$ cat src/rtl/l1d_tag_array.sv
// l1d_tag_array: 2-way tag/valid/LRU store with combinational lookup and one fill port
module l1d_tag_array #(
  parameter int SETS  = 64,
  parameter int TAG_W = 22
) (
  input  logic                    clk,
  input  logic                    rst_n,
  input  logic [$clog2(SETS)-1:0] rd_idx,
  input  logic [TAG_W-1:0]        rd_tag,
  output logic                    hit,
  output logic                    hit_way,
  output logic                    victim_way,
  input  logic                    lru_en,
  input  logic                    lru_way,
  input  logic                    inv_all,
  input  logic                    wr_en,
  input  logic [$clog2(SETS)-1:0] wr_idx,
  input  logic                    wr_way,
  input  logic [TAG_W-1:0]        wr_tag
);
  logic [TAG_W-1:0] tag0 [SETS];
  logic [TAG_W-1:0] tag1 [SETS];
  logic [SETS-1:0] vld0, vld1, lru;
  logic h0, h1;
  // lookup and victim choice: invalid way 0, then invalid way 1, then the LRU way
  always_comb begin
    h0 = vld0[rd_idx] && tag0[rd_idx] == rd_tag;
    h1 = vld1[rd_idx] && tag1[rd_idx] == rd_tag;
    hit = h0 || h1;
    hit_way = !h0;
    victim_way = !vld0[rd_idx] ? 1'b0 : !vld1[rd_idx] ? 1'b1 : lru[rd_idx];
  end
  // valid/LRU state; a fill overrides a same-set hit update, invalidate clears last
  always_ff @(posedge clk or negedge rst_n)
    if (!rst_n) begin
      vld0 <= '0;
      vld1 <= '0;
      lru <= '0;
    end else begin
      if (lru_en) lru[rd_idx] <= !lru_way;
      if (wr_en) lru[wr_idx] <= !wr_way;
      if (wr_en && !wr_way) vld0[wr_idx] <= 1'b1;
      if (wr_en && wr_way) vld1[wr_idx] <= 1'b1;
      if (inv_all) begin
        vld0 <= '0;
        vld1 <= '0;
      end
    end
  // tag storage needs no reset: valid bits qualify every compare
  always_ff @(posedge clk)
    if (wr_en) begin
      if (wr_way) tag1[wr_idx] <= wr_tag;
      else tag0[wr_idx] <= wr_tag;
    end
endmodule

$ cat config.mk
export PLATFORM = sky130hd
export DESIGN_NAME = l1d_tag_array
export DESIGN_NICKNAME = d
export VERILOG_FILES = /design/src/rtl/l1d_tag_array.sv
export SDC_FILE = /design/constraint.sdc
export NUM_CORES = 2
export LEC_CHECK = 0
export CORE_UTILIZATION = 50
export CTS_BUF_LIST = sky130_fd_sc_hd__clkbuf_8
export DETAILED_ROUTE_END_ITERATION = 8
export GPL_TIMING_DRIVEN = 0
export MAX_ROUTING_LAYER = met4
export PLACE_DENSITY_LB_ADDON = 0.12
export REMOVE_ABC_BUFFERS = 1
export SETUP_SLACK_MARGIN = 0.05
export SYNTH_ARGS = -nofsm -noshare
export SYNTH_HDL_FRONTEND = slang
export SYNTH_SLANG_ARGS = --single-unit
$ cat constraint.sdc
create_clock -name clk -period 5.2 [get_ports clk]
set_input_delay 0.78 -clock clk [delete_from_list [all_inputs] [get_ports clk]]
set_output_delay 0.78 -clock clk [all_outputs]
set_load 0.05 [all_outputs]
==> results_dict.tcl <==
set metrics [dict create \
    outcome "finished with violations" \
    synthCells 6650 \
    rsz0062_at_grt "true" \
    cts_buffer_depth 4 \
    fp.coreArea_um2 233000 \
    min_to "vld0[26]$_DFFE_PN0P_" \
    antenna_found_initial 39 \
    htree_levels 5 \
    cp-start-kind "primary input" \
    period_share_pct 112 \
    p_sw_share_pct 24.2 \
    die_w_um 486 \
    grt_max_degree 105 \
    r2r-start "lru[48]$_DFF_PN0_" \
    ys_seq_area_share_pct 76.2 \
    rows 177 \
    min_period_ns 5.81 \
    synth_flop_cell "edfxtp_1" \
    avgSynthCellArea_um2 17.6 \
    hold_depth 2 \
    violations "negative setup slack" \
    num-nets-final 7194 \
    maxSlewViolCount 0 \
    crit_arrival_ns 5.03 \
    power_frac_comb_pct 7.6 \
    clkSlewWorstSetupHoldPaths_ns 0.06 \
    final_util_pct 59.2 \
    vdd_drop_max_mv 0.298 \
    grt_pass1_vias 68343 \
    hp-start "inv_all" \
    layout-drive-gt1-share_pct 23.0 \
    dp_hpwl_um 239000 \
    ff2ff_path_depth 4 \
    r2r_slack_ns 4.31 \
    track_usage_pct 37.0 \
    cp_data_required_time_ns 4.42 \
    ys_types 83 \
    timing.fmax_mhz 172 \
    start_util_pct 50.4 \
    netlist_area_um2 117000 \
    routabilityCongestion 0.857 \
    yosysWarnings 0 \
    switchingPower_uw 12100 \
    drc_errors 0 \
    p_leak_uw 0.0460 \
    setup_viol 2 \
    dp_slack_ns -4.14 \
    drtIter0Drc 12785 \
    timing.final.hold_violations 0 \
    worst_pin_slew_ns 1.37 \
    synth.area.top_cells "edfxtp_1 72%, mux4_2 4.9%, dfrtp_1 4.1%" \
    drtAntennaViolNets 0 \
    placedInstanceArea_um2 125000 \
    die_area_um2 236000 \
    clock_latency_ns 1.13 \
    totalWireLength_um 429000 \
    path_class "in -> out" \
    cts_tree "yes" \
    cts-root-buf "clkbuf_8" \
    pwr-share-seq_pct 53.6 \
    hp-class "in -> reg" \
    cts_buffers 490 \
    slowest_delay_ns 0.75 \
    first_pass_iters 6 \
    cp_common_cell "buf_6" \
    grt_overflow 0 \
    synth-edff-count 2816 \
    vias 72493 \
    grt_pass1_wl_um 577000 \
    max-cap-violations 0 \
    p_int_uw 37900 \
    viasPerCell 6.78 \
    synth.top_cell.area_share_pct 72.1 \
    clkPwrFrac_pct 38.8 \
    clkSinkCount 3008 \
    tns_ns -1.11 \
    post-route-cell-area_um2 138000 \
    crit_chain "buf_16, buf_16, nor3_4, buf_6, buf_6, buf_6, buf_8, buf_6, a222oi_1, o22ai_2, nor4_4, xnor2_1, nor4_1, nand3_1, and4bb_4, a41o_4, buf_8" \
    wl_per_cell_um 40.1 \
    crit_path_top_delay_cell "a222oi_1" \
    cp_max_fo 26 \
    end_kind "output port" \
    power_density_nw_per_um2 363 \
    fin_ws_ns -0.606 \
    yosysTopAreaCell "edfxtp_1" \
    async_reset_ff_share_pct 6.38 \
    synth_seq_cells 3008 \
    fin_skew_ns 0 \
    slew_headroom_pct 8.87 \
    ioPinCount 66 \
    die_h_um 486 \
    port_buffers 65 \
    worstReg2RegEnd "lru[48]$_DFF_PN0_" \
    area_delta_synth_final_pct 17.6 \
]
[power by group through the flow]
stage / registers (uW) / clock network (uW) / logic [uW]
after floorplan: 27300 / 0 / 1200
after detailed placement: 27300 / 0 / 3250
after global placement: 27400 / 0 / 4690
after CTS: 26800 / 19400 / 3660
after global routing: 26800 / 20500 / 3860
final: 26800 / 19400 / 3810
[worst max path at each step]
stage          slack, ns              startpoint           endpoint
6_report           -0.61               rd_idx[1]                hit
5_1_grt            -0.50  tag0[49][14]$_DFFE_PP_                hit
3_3_place_gp     -170.67               rd_idx[0]  lru[16]$_DFF_PN0_
2_1_floorplan      -2.34               rd_idx[2]                hit
3_5_place_dp       -4.14               rd_idx[0]                hit
4_1_cts            -0.48               rd_idx[0]                hit
[layout make-up]
type | instances | area (um2)
multi-input combinational | 3180 | 27200
fill | 17299 | 94900
clock inverter | 343 | 1640
antenna | 34 | 85.1
timing repair buffer | 444 | 8090
timing repair inverter | 1 | 8.76
inverter | 6 | 62.6
clock buffer | 543 | 7470
tap | 3132 | 3920
sequential | 3008 | 89400
[metrics by stage]
step / cells / hold slack [ns] / power [uW]
after floorplan: 6187 / 0.461 / 28500
after global placement: 9384 / 0.473 / 32100
after detailed placement: 9629 / 0.481 / 30500
after CTS: 10631 / 0.0596 / 49900
after global routing: 10678 / 0.0877 / 51200
final: 10691 / 0.144 / 50000
[cell usage after synthesis (17+ instances only)]
master and instances:
a31oi_1 82, mux2i_1 324, edfxtp_1 2816, a221o_1 39, xor2_1 17, nand3_1 48, a211oi_1 22, buf_2 112
o221ai_1 30, buf_1 48, nand4_1 46, buf_6 30, xnor2_1 22, a221oi_1 285, and3_1 75, nor3_1 44
a22o_1 48, o22ai_1 56, dfrtp_1 192, a22oi_1 242, nor2_1 461, a21oi_1 194, clkbuf_1 235, nand2_1 241
mux2_2 147, o21ai_0 218, or3_1 20, o211ai_1 24, o2bb2ai_1 17, buf_4 38, mux4_2 254
[registers in the layout (all words and copies together) (netlist names)]
name / flops
tag0: 1408
tag1: 1408
lru: 64
vld0: 64
vld1: 64
[cell families after synthesis]
kind of cell    share of synthesized area, %
mux                                     9.24
buf+inv                                 1.94
simple gates                            3.98
compound gates                          8.31
xor+xnor                               0.291
flops                                   76.2
[routing by layer]
metal  track usage, %  up-vias  part of all wire [%]
met5                -        -                     0
met4             17.7        0                   5.4
met3             9.25      939                    13
met2             53.9     5556                    45
met1             48.8    37728                    37
li1                 -    28270                     -
[layout by cell type (no fill, tap or decap), types with 192 or more instances in the layout]
cell	count
a221oi_1	277
mux2i_1	320
nor2_1	382
dfrtp_1	192
mux4_2	254
a22oi_1	237
nand2_1	239
edfxtp_1	2816
o21ai_0	204
clkbuf_8	543
[critical path, delay by kind of cell]
kind / cells / cell delay (ns)
compound gates: 3 / 1.18
xor+xnor: 1 / 0.12
buf+inv: 8 / 1.48
simple gates: 5 / 1.29
[repair_timing]
action | 4_1_cts | 5_1_grt
endpoints found under the setup margin | 3 | 3
pin swaps | 32 | 16
hold buffers | 2 | 0
cloned | 50 | 3
buffers inserted | 64 | 21
resized for setup | 167 | 25
hold endpoints to repair | 84 | 0
(Power assumes the default switching activity.)
